## config.mk

```make
export PLATFORM = sky130hd
export DESIGN_NAME = agc_peak_ctrl
export DESIGN_NICKNAME = d
export VERILOG_FILES = /design/src/rtl/agc_peak_ctrl.sv
export SDC_FILE = /design/constraint.sdc
export NUM_CORES = 1
export LEC_CHECK = 0
export CAP_MARGIN = 10
export CORE_ASPECT_RATIO = 1.1
export CORE_MARGIN = 8
export CORE_UTILIZATION = 50
export CTS_CLUSTER_DIAMETER = 60
export DETAILED_ROUTE_END_ITERATION = 16
export PLACE_DENSITY = 0.73
export SETUP_SLACK_MARGIN = 0.15
export SLEW_MARGIN = 20
export SYNTH_ARGS = -nofsm -noshare
export SYNTH_HDL_FRONTEND = slang
export SYNTH_SLANG_ARGS = --single-unit
export TNS_END_PERCENT = 100
```

## constraint.sdc

```tcl
create_clock -name clk -period 2.7 [get_ports clk]
set_input_delay 0.54 -clock clk [delete_from_list [all_inputs] [get_ports clk]]
set_output_delay 0.54 -clock clk [all_outputs]
set_load 0.1 [all_outputs]
```

## src/rtl/agc_peak_ctrl.sv

```systemverilog
// agc_peak_ctrl: windowed peak detector driving a stepped gain index with hysteresis, confirmation and clip attack
module agc_peak_ctrl #(
    parameter int DATA_W     = 12,
    parameter int NUM_GAINS  = 4,
    parameter int GAIN_W     = 2,
    parameter int RESET_GAIN = 3,
    parameter int WIN_LEN    = 256,
    parameter int SETTLE_CYC = 16,
    parameter int CONFIRM    = 2,
    parameter int TH_HIGH    = 3686,
    parameter int TH_LOW     = 1792
) (
    input  logic              clk,
    input  logic              rst_n,
    input  logic              enable,
    input  logic              sample_valid,
    input  logic [DATA_W-1:0] sample_data,
    output logic [GAIN_W-1:0] gain_idx,
    output logic              gain_chg,
    output logic              stable,
    output logic [DATA_W-1:0] peak_out,
    output logic              peak_valid,
    output logic              range_err
);
    localparam int WC_W = $clog2(WIN_LEN);
    localparam int CF_W = $clog2(CONFIRM + 1);
    localparam int SC_W = $clog2(SETTLE_CYC + 1);
    localparam logic [WC_W-1:0]   WIN_LAST    = WC_W'(WIN_LEN - 1);
    localparam logic [CF_W-1:0]   CONF_N      = CF_W'(CONFIRM);
    localparam logic [SC_W-1:0]   SETTLE_LAST = SC_W'(SETTLE_CYC - 1);
    localparam logic [GAIN_W-1:0] GAIN_MAX    = GAIN_W'(NUM_GAINS - 1);
    localparam logic [GAIN_W-1:0] GAIN_RST    = GAIN_W'(RESET_GAIN);
    localparam logic [DATA_W-1:0] HI          = DATA_W'(TH_HIGH);
    localparam logic [DATA_W-1:0] LO          = DATA_W'(TH_LOW);
    typedef enum logic {MEASURE, SETTLE} state_t;
    state_t            state_q, state_d;
    logic [GAIN_W-1:0] gain_q, gain_d;
    logic              gain_chg_q, gain_chg_d, stable_q, stable_d;
    logic              peak_valid_q, peak_valid_d, range_err_q, range_err_d;
    logic [DATA_W-1:0] peak_q, peak_d, run_peak_q, run_peak_d, new_peak;
    logic [WC_W-1:0]   win_cnt_q, win_cnt_d;
    logic [CF_W-1:0]   over_q, over_d, under_q, under_d, over_n, under_n;
    logic [SC_W-1:0]   settle_q, settle_d;
    logic              acc, clip, win_end, dn_req, up_req, at_limit;
    always_comb begin
        acc          = enable && state_q == MEASURE && sample_valid;
        clip         = acc && &sample_data;
        win_end      = acc && win_cnt_q == WIN_LAST;
        new_peak     = sample_data > run_peak_q ? sample_data : run_peak_q;
        over_n       = new_peak >= HI ? (over_q == CONF_N ? over_q : over_q + CF_W'(1)) : '0;
        under_n      = new_peak < LO ? (under_q == CONF_N ? under_q : under_q + CF_W'(1)) : '0;
        dn_req       = clip || (win_end && over_n == CONF_N);
        up_req       = !clip && win_end && under_n == CONF_N;
        at_limit     = dn_req ? gain_q == '0 : gain_q == GAIN_MAX;
        state_d      = state_q;
        gain_d       = gain_q;
        gain_chg_d   = 1'b0;
        stable_d     = stable_q;
        peak_d       = peak_q;
        peak_valid_d = 1'b0;
        range_err_d  = 1'b0;
        run_peak_d   = run_peak_q;
        win_cnt_d    = win_cnt_q;
        over_d       = over_q;
        under_d      = under_q;
        settle_d     = settle_q;
        if (!enable) begin
            state_d    = MEASURE;
            stable_d   = 1'b0;
            run_peak_d = '0;
            win_cnt_d  = '0;
            over_d     = '0;
            under_d    = '0;
            settle_d   = '0;
        end else if (state_q == SETTLE) begin
            settle_d = settle_q == SETTLE_LAST ? '0 : settle_q + SC_W'(1);
            state_d  = settle_q == SETTLE_LAST ? MEASURE : SETTLE;
        end else if (acc) begin
            run_peak_d = win_end || clip ? '0 : new_peak;
            win_cnt_d  = win_end || clip ? '0 : win_cnt_q + WC_W'(1);
            if (win_end && !clip) begin
                peak_d       = new_peak;
                peak_valid_d = 1'b1;
                stable_d     = 1'b1;
                over_d       = over_n;
                under_d      = under_n;
            end
            if (dn_req || up_req) begin
                over_d  = '0;
                under_d = '0;
                if (at_limit) begin
                    range_err_d = 1'b1;
                end else begin
                    gain_d     = dn_req ? gain_q - GAIN_W'(1) : gain_q + GAIN_W'(1);
                    gain_chg_d = 1'b1;
                    stable_d   = 1'b0;
                    state_d    = SETTLE;
                end
            end
        end
    end
    always_ff @(posedge clk) begin
        if (!rst_n) begin
            state_q      <= MEASURE;
            gain_q       <= GAIN_RST;
            gain_chg_q   <= 1'b0;
            stable_q     <= 1'b0;
            peak_q       <= '0;
            peak_valid_q <= 1'b0;
            range_err_q  <= 1'b0;
            run_peak_q   <= '0;
            win_cnt_q    <= '0;
            over_q       <= '0;
            under_q      <= '0;
            settle_q     <= '0;
        end else begin
            state_q      <= state_d;
            gain_q       <= gain_d;
            gain_chg_q   <= gain_chg_d;
            stable_q     <= stable_d;
            peak_q       <= peak_d;
            peak_valid_q <= peak_valid_d;
            range_err_q  <= range_err_d;
            run_peak_q   <= run_peak_d;
            win_cnt_q    <= win_cnt_d;
            over_q       <= over_d;
            under_q      <= under_d;
            settle_q     <= settle_d;
        end
    end
    assign gain_idx   = gain_q;
    assign gain_chg   = gain_chg_q;
    assign stable     = stable_q;
    assign peak_out   = peak_q;
    assign peak_valid = peak_valid_q;
    assign range_err  = range_err_q;
endmodule

```

* Yosys cells after proc, flatten, opt, wreduce, memory -nomap -nowiden
Index checks and enable logic that the tools add are counted.
** Operators by class
- Magnitude comparators :: 3
- Add/subtract/negate cells :: 6
- Muxes and demuxes :: 24
- Eq/ne operators :: 7
- Reductions and logical operators :: 22
- Bitwise operators :: 6
** Operators by type and width (number)
- $mux W12 :: 2
- $mux W2 :: 9
- $ge A12 B12 Y1 const B :: 1
- $gt A12 B12 Y1 :: 1
- $lt A12 B11 Y1 const B :: 1
- $reduce_and A12 Y1 :: 1
- $mux W1 :: 11
- $eq A2 B2 Y1 const B :: 5
- $add A8 B1 Y8 const B :: 1
- $eq A8 B8 Y1 const B :: 1
- $mux W8 :: 1
- $logic_and A1 B1 Y1 :: 7
- $add A2 B1 Y2 const B :: 3
- $not A1 Y1 :: 6
- $add A5 B1 Y5 const B :: 1
- $eq A5 B4 Y1 const B :: 1
- $mux W5 :: 1
- $reduce_and A5 Y1 :: 1
- $reduce_or A5 Y1 :: 1
- $reduce_and A2 Y1 :: 2
- $reduce_and A4 Y1 :: 1
- $reduce_or A4 Y1 :: 1
- $logic_or A1 B1 Y1 :: 3
- $reduce_and A3 Y1 :: 1
- 5 further kinds :: 5
** Storage, ports and cells
- Output and inout bits :: 18
- Bits in registers :: 48
- Word-level logic and storage cells :: 80

* Longest topological paths before layout
Gate-level depths: netlist of the first run.
- Depth in word-level cells :: 12
- Depth in mapped cells :: 11
- Gate-level depth less buffers :: 9

* Least setup slack after synthesis of the first run
No wires, ideal clock.
- Kind :: input port to flip-flop
- Start :: input sample_data[5]
- End :: register state_q
- Arrival time :: 2440 ps
- Library setup time :: 124 ps
- Stages :: 9
- Required time :: 2576 ps
- Slack :: 136 ps
- Cells stage by stage :: ha_1 a21o_1 a221o_1 o2bb2ai_1 o31a_2 buf_2 clkbuf_1 a311oi_1 a21oi_1
** Between the ends
- Cells in the longest elaborated chain, start to end :: 12
** RTL lines
- start, declared :: line 17 : input logic [DATA_W-1:0] sample_data,
- $gt A12 B12 Y1 :: line 49 : new_peak = sample_data > run_peak_q ? sample_data : run_peak_q;
- $mux W12 :: line 49
- $ge A12 B12 Y1 :: line 50 : over_n = new_peak >= HI ? (over_q == CONF_N ? over_q : over_q + CF_W'(1)) : '0;
- $mux W2 :: line 50
- $eq A2 B2 Y1 :: line 52 : dn_req = clip || (win_end && over_n == CONF_N);
- $logic_and A1 B1 Y1 :: line 52
- $logic_or A1 B1 Y1 :: line 52
- $mux W1 :: line 54 : at_limit = dn_req ? gain_q == '0 : gain_q == GAIN_MAX;
- $mux W1 :: line 91 : if (at_limit) begin
- $mux W1 (*)
- $mux W1 (*) :: line 78 : end else if (acc) begin
- $mux W1 (*) :: line 75 : end else if (state_q == SETTLE) begin
- end signal, assigned :: line 117 : state_q <= state_d;
- end, declared :: line 36 : state_t state_q, state_d;
Every way passes the cells marked *; elsewhere a longest branch is shown, timed or not.
A chain may end at the register's enable or synchronous reset.

* Worst setup path after layout of the first run
- Start :: input sample_data[5]
- End :: register range_err_q, in the netlist range_err
** Between the ends
- Cells in the longest elaborated chain, start to end :: 10
** RTL lines
- $gt A12 B12 Y1 :: line 49
- $mux W12 :: line 49
- $ge A12 B12 Y1 :: line 50
- $mux W2 :: line 50
- $eq A2 B2 Y1 :: line 52
- $logic_and A1 B1 Y1 :: line 52
- $logic_or A1 B1 Y1 :: line 52
- $logic_or A1 B1 Y1 :: line 88 : if (dn_req || up_req) begin
- $not A1 Y1 (no line)
- $reduce_or A5 Y1 (no line)
- end signal, assigned :: line 123 : range_err_q <= range_err_d;
- end, declared :: line 39 : logic peak_valid_q, peak_valid_d, range_err_q, range_err_d;
Parallel ways exist; a longest one is shown, timed or not.

==> impl_metrics.yaml, run 1 <==
pwr:
  max_ir_drop_vdd_v: 0.0003504
  p_int_mw: 0.9761
  power_switching_share_pct: 26.55
  leakage_power_nw: 1.490
  powerDensity_mw_per_mm2: 399.0
  p_switching_mw: 0.3529
  comb_power_share_pct: 13.7
  power.sequential.fraction_pct: 53.8
  clockPowerShare_pct: 32.5
  power.total_mw: 1.329
route:
  antenna_left: 0
  routed-via-count: 2429
  drt-pass1-iter-count: 5
  route.detailed.vias_per_inst: 5.729
  wl_um: 6707
  initialDrtViolationCount: 95
  final_routed_drc_violation_total: 0
  wl_per_cell_um: 15.82
global_route:
  grt.total_usage_pct: 17.18
  grt_pass1_vias: 2359
  grt_start_max_net_pins: 23
  grt_pass1_wl_um: 10940
  globalRoute.totalOverflow: 0
  grt_antenna_before_repair: 0
synthesis:
  synth_edf_count: 0
  synth_top_cell_by_area: "sky130_fd_sc_hd__dfxtp_1"
  postSynthRegisterBits: 48
  synth.cells.most_frequent: "sky130_fd_sc_hd__dfxtp_1 (48), sky130_fd_sc_hd__nand2_1 (29), sky130_fd_sc_hd__nor2_1 (28)"
  synth_ff_type: "sky130_fd_sc_hd__dfxtp_1"
  synth.net_count: 333
  syn-instance-count: 301
  synth_top_cells_by_area: "sky130_fd_sc_hd__dfxtp_1 (37%), sky130_fd_sc_hd__ha_1 (7.7%), sky130_fd_sc_hd__o211a_1 (5.0%), sky130_fd_sc_hd__nand2_1 (4.2%), sky130_fd_sc_hd__nor2_1 (4.0%)"
  yosysTopAreaCellShare_pct: 36.99
  ys.warnings.count: 0
  yosysSeqAreaShare_pct: 36.99
  synth_area_mm2: 0.002597
  mean_syn_cell_area_um2: 8.630
  asyncSetResetFlopFracSynth_pct: 0
  dominant_cell_by_count_in_the_synthesized_netlist: "sky130_fd_sc_hd__dfxtp_1"
  synth_cell_types: 52
outcome:
  run_status: "complete, no violations"
setup_path:
  critical-path-slowest-cell: "sky130_fd_sc_hd__or3_1"
  required_ns: 2.93
  critPathCapture: "range_err"
  setup.worst_path.end_class: "register"
  crit-reg2reg-launch: "run_peak_q[5]"
  ff2ff_path_depth: 9
  crit_path_cell_trace: "dlygate4sd2_1, ha_1, a21o_1, a221o_1, o2bb2ai_2, o31a_4, mux2i_4, or3_1, a21oi_1"
  arrival_ns: 2.78
  crit_path_max_incr_delay_ns: 0.37
  timing.reg2reg.setup_slack_ns: 0.19
  critical_path.startpoint_type: "input port"
  timing.setup.critical_path_class: "input port to register"
  critical_path.startpoint: "sample_data[5]"
  rr_endpoint: "range_err"
  worstPathMaxFanout: 8
cts:
  clkLatencyLatePin_ns: 0.30
  tritoncts: "done"
  clk_root_buffer_cell: "sky130_fd_sc_hd__clkbuf_8"
  cts_made_buffers: 5
  cts.path.max_buffers: 2
  clk_pin_slew_worst_paths_ns: 0.09
  htreeDepth: 2
  cts.sink_count: 48
  hold_buffers: 0
place:
  post-dp-hpwl_um: 4988
  gp_congestion: 0.8914
  port_buffers: 33
sta:
  max-slew-margin-rel_pct: 51.87
  min_period_ns: 2.552
  setup-violations-final: 0
  final.setup.tns_ns: 0
  timing.fmax_ghz: 0.3919
  grt_setup_unrepaired: "no"
  hold_violation_count_in_the_final_report: 0
  timing.final.max_slew_violations: 0
  worst_clock_skew_ns: 0.004499
  worst_pin_slew_ns: 0.7202
  final.hold.worst_slack_ns: 0.4527
  timing.final.crit_share_pct: 94.51
die:
  die_height_um: 91.60
  initial_utilization_pct: 51.95
  fp.coreArea_mm2: 0.005000
  fp.dieW_um: 84.72
  ioPinCount: 34
  design.die.area_mm2: 0.007760
  placement_rows: 27
hold_path:
  timing.hold.worst.class: "register to register"
  hold-path-cell-count: 2
final_layout:
  sequential_cell_area_um2: 963.4
  area_of_the_multi_input_gates_mm2: 0.001572
  post-route-util_pct: 66.62
  final_layout_size_suffix_gt1_share_pct: 23.77
  fillers: 428
  area_added_between_synthesis_and_finish_pct: 28.23
  fin_nets: 397
  n_antenna_cell: 0
flow_run:
  cap_viol_max_count: 0
-- worst min path at each step --
| stage | from | to | slack [ns] |
|---|---|---|---|
| floorplan | settle_q[4] | settle_q[4] | 0.42 |
| global placement | settle_q[4] | settle_q[4] | 0.42 |
| detailed placement | settle_q[4] | settle_q[4] | 0.44 |
| CTS | settle_q[4] | settle_q[4] | 0.46 |
| global route | settle_q[4] | settle_q[4] | 0.47 |
| finish | under_q[1] | under_q[1] | 0.45 |
-- per-layer routing --
layer	vias up	GRT usage (%)	wire length, um
met1	1114	19.83	2929
met2	66	29.17	3343
met3	16	4.234	262
li1	1233	-	-
met4	0	7.875	172
met5	-	0	0
-- area by class of cell --
class                           count  area share [%]
Clock inverter                      3          0.5635
Tap cell                           58           2.179
Inverter                           20           2.254
Multi-Input combinational cell    220           47.18
Clock buffer                        5           2.066
Sequential cell                    48           28.93
Timing Repair Buffer               70           16.83
-- critical path, delay by kind of cell --
family	cells	cell delay (ns)
buf+inv	1	0.25
simple gates	1	0.37
compound gates	5	1.11
fa+ha+maj	1	0.29
mux	1	0.21
-- placed cells by master (no fill, tap or decap), drive strengths merged, types with 2 or more instances in the layout --
master / instances
ha: 16
o211a: 13
nand2b: 2
a31oi: 3
dfxtp: 48
buf: 55
o311ai: 2
mux2i: 5
or3: 3
nor2b: 2
xnor2: 2
a211oi: 2
xor2: 5
nand3: 12
a21oi: 13
dlymetal6s2s: 3
nor4: 4
and4: 3
nor2: 28
o31ai: 2
or2b: 2
nand4: 10
o211ai: 12
a22oi: 12
inv: 20
clkdlybuf4s50: 4
and3: 3
o31a: 2
or2: 2
a21o: 2
o21ai: 8
and2: 6
clkinv: 3
dlygate4sd2: 8
clkbuf: 5
nor3: 3
nand2: 30
-- per-stage QoR --
stage	setup slack (ns)	instances	cell area (um^2)
2_1_floorplan	0.1555	301	2599
3_3_place_gp	-0.3824	414	3146
3_5_place_dp	-0.4319	414	3146
4_1_cts	0.1527	423	3273
5_1_grt	0.1225	424	3331
6_report	0.1484	424	3331
-- repair_timing --
action | 4_1_cts | 5_1_grt
endpoints found under the setup margin | 34 | 18
gates resized for setup | 18 | 12
setup buffers | 1 | 1
hold endpoints to repair | 0 | 0
pin swaps | 18 | 7
-- power by group through the flow --
| stage | registers [mW] | logic (mW) | clock network [mW] |
|---|---|---|---|
| final | 0.715 | 0.182 | 0.432 |
| after global placement | 0.731 | 0.162 | 0 |
| after global routing | 0.716 | 0.199 | 0.472 |
| after CTS | 0.715 | 0.173 | 0.442 |
| after floorplan | 0.730 | 0.0861 | 0 |
| after detailed placement | 0.731 | 0.166 | 0 |
-- registers in the layout (all words and copies together), names as in the netlist --
signal and count:
peak_out 12, win_cnt_q 8, stable 1, settle_q 5, under_q 2, over_q 2
run_peak_q 12, gain_idx 2, peak_valid 1, gain_chg 1, state_q 1, range_err 1
-- cells by family (layout without fill, tap and decap cells) --
family / Yosys count / after routing / share of synthesized area (%)
AO/OA/AOI/OAI: 78 / 78 / 22.69
multiplexers: 6 / 6 / 2.360
buffers and inverters: 33 / 98 / 5.684
adder cells (fa/ha/maj): 16 / 16 / 7.707
XOR/XNOR: 7 / 7 / 2.360
flip-flops: 48 / 48 / 36.99
AND/OR/NAND/NOR: 113 / 113 / 22.21
(Power assumes the default switching activity.)
==> run 2, diff against run 1 <==
--- a/config.mk
+++ b/config.mk
@@ -9,10 +9,13 @@
 export CORE_ASPECT_RATIO = 1.1
 export CORE_MARGIN = 8
 export CORE_UTILIZATION = 50
+export CTS_BUF_LIST = sky130_fd_sc_hd__clkbuf_2
 export CTS_CLUSTER_DIAMETER = 60
 export DETAILED_ROUTE_END_ITERATION = 16
 export PLACE_DENSITY = 0.73
+export RECOVER_POWER = 100
 export SETUP_SLACK_MARGIN = 0.15
+export SKIP_LAST_GASP = 1
 export SLEW_MARGIN = 20
 export SYNTH_ARGS = -nofsm -noshare
 export SYNTH_HDL_FRONTEND = slang
==> impl_metrics.yaml, run 2 (synthesis gave the netlist of run 1 again) <==
setup_path:
  crit_path_max_incr_delay_ns: 0.44
  timing.setup.critical_path_class: "input port to register"
  crit_path_cell_trace: "clkdlybuf4s50_1, ha_1, and4_4, and4_4, a21boi_1, o31a_4, mux2_2, a21oi_1, o21ai_0"
  setup.worst_path.end_class: "register"
  required_ns: 3.03
  arrival_ns: 2.90
  critical-path-slowest-cell: "sky130_fd_sc_hd__clkdlybuf4s50_1"
  critPathTopFamily: "compound AO/OA/AOI/OAI gates"
  timing.critical_path.buf_inv: 1
  worstPathMaxFanout: 8
  timing.critical_path.mode_cell: "sky130_fd_sc_hd__and4_4"
  critical_path.startpoint_type: "input port"
sta:
  min_period_ns: 2.565
  timing.fmax_ghz: 0.3899
  timing.final.crit_share_pct: 94.99
  hold_violation_count_in_the_final_report: 0
  setup-violations-final: 0
  timing.final.max_slew_violations: 0
  grt_setup_unrepaired: "no"
  worst_pin_slew_ns: 1.172
  timing.final.ws_setup_ns: 0.1352
  max-slew-margin-rel_pct: 22.18
  worst_clock_skew_ns: 0.01342
final_layout:
  final_layout_size_suffix_gt1_share_pct: 17.58
  area_of_the_multi_input_gates_mm2: 0.001531
  sequential_cell_area_um2: 967.2
  final_common_cell: "sky130_fd_sc_hd__dfxtp_1"
  area_added_between_synthesis_and_finish_pct: 21.87
  fillers: 465
  n_antenna_cell: 0
  final_cell_mix: "sky130_fd_sc_hd__dfxtp_1 (43), sky130_fd_sc_hd__buf_4 (32), sky130_fd_sc_hd__nand2_1 (29)"
  layout.cells.non_filler: 422
  fin_nets: 395
global_route:
  grt_start_max_net_pins: 23
  globalRoute.totalOverflow: 0
  grt_pass1_wl_um: 10860
  grt.total_usage_pct: 16.83
  grt_antenna_before_repair: 0
  grt_pass1_vias: 2333
cts:
  htreeDepth: 2
  cts.path.max_buffers: 2
  tritoncts: "done"
  cts.sink_count: 48
  clk_pin_slew_worst_paths_ns: 0.25
  cts_made_buffers: 5
  clk_root_buffer_cell: "sky130_fd_sc_hd__clkbuf_2"
  clkLatencyLatePin_ns: 0.41
place:
  post-dp-hpwl_um: 4988
  placed_cells_incl_taps: 414
  pre_cts_ws_ns: -0.4319
  gp_congestion: 0.8914
  port_buffers: 33
route:
  met3_wirelength_um: 276
  routed-via-count: 2418
  wl_um: 6552
  met2WireLength_um: 3298
  wl_per_cell_um: 15.53
  initialDrtViolationCount: 121
  final_routed_drc_violation_total: 0
  top_layer: "met4"
  route.detailed.vias_per_inst: 5.730
  antenna_left: 0
  met1_routed_wirelength_after_detailed_routing_um: 2863
  drt-pass1-iter-count: 5
die:
  design.die.area_mm2: 0.007760
  fp.dieW_um: 84.72
  fp.coreArea_mm2: 0.005000
  initial_utilization_pct: 51.95
  die_height_um: 91.60
  placement_rows: 27
  ioPinCount: 34
pwr:
  max_ir_drop_vdd_v: 0.0002551
  powerDensity_mw_per_mm2: 376.4
  leakage_power_nw: 1.380
hold_path:
  timing.hold.worst.class: "register to register"
flow_run:
  cap_viol_max_count: 0
outcome:
  run_status: "complete, no violations"
run 2: cell count changes in the layout (fill, tap and decap cells not counted), sizes merged:
cell | before | now
dlygate4sd2 | 8 | 3
dlygate4sd3 | 0 | 1
buf | 55 | 32
clkbuf | 5 | 26
clkdlybuf4s50 | 4 | 8
run 2: path summary, 6_finish.rpt:
kind	startpoint	to	slack [ns]	cells past startpoint
max	sample_data[8]	gain_idx[1]	0.14	9
min reg2reg	under_q[1]	under_q[1]	0.47	2
min	under_q[1]	under_q[1]	0.47	2
max reg2reg	run_peak_q[5]	range_err	0.16	9
run 2: final cells by class:
cell class / count / share of cell area, %
clock buffer: 5 / 0.7905
clock inverter: 3 / 0.5929
inverter: 20 / 2.372
multi-input combinational: 220 / 48.38
sequential: 48 / 30.55
tap: 58 / 2.292
timing repair buffer: 68 / 15.02
run 2: what timing repair did:
item | CTS | global route
gates resized for setup | 8 | 15
setup endpoints to repair | 20 | 24
pin swaps | 13 | 5
hold buffers | 0 | 0
setup buffers | 0 | 0
run 2: power by group:
part           total, mW  switching, mW  internal (mW)
Combinational      0.178         0.0948         0.0828
Sequential         0.719        0.00367          0.715
Clock              0.295          0.232         0.0631
Total               1.19          0.331          0.861
run 2: worst min-delay path, delay by kind of cell, from the launching register on:
kind               cells  cell delay [ns]
DFF                    1             0.36
and+or+nand+nor        1             0.05
AOI/OAI and AO/OA      1             0.05
run 2: per-stage QoR:
step	hold WS, ns	setup TNS [ns]	util, %	total power [mW]	cell area [um^2]
after floorplan	0.4157	0	-	0.8164	2599
after global placement	0.4234	-10.40	62.91	0.8935	3146
after detailed placement	0.4421	-11.80	62.91	0.8976	3146
after CTS	0.4686	0	64.29	1.201	3214
after global routing	0.4841	0	63.31	1.255	3166
final	0.4653	0	63.31	1.191	3166
run 2: layer usage:
metal  up-vias  GRT usage [%]
li1       1219              -
met1      1123          19.94
met2        62          29.17
met3        14          3.784
met4         0          5.498
met5         -              0
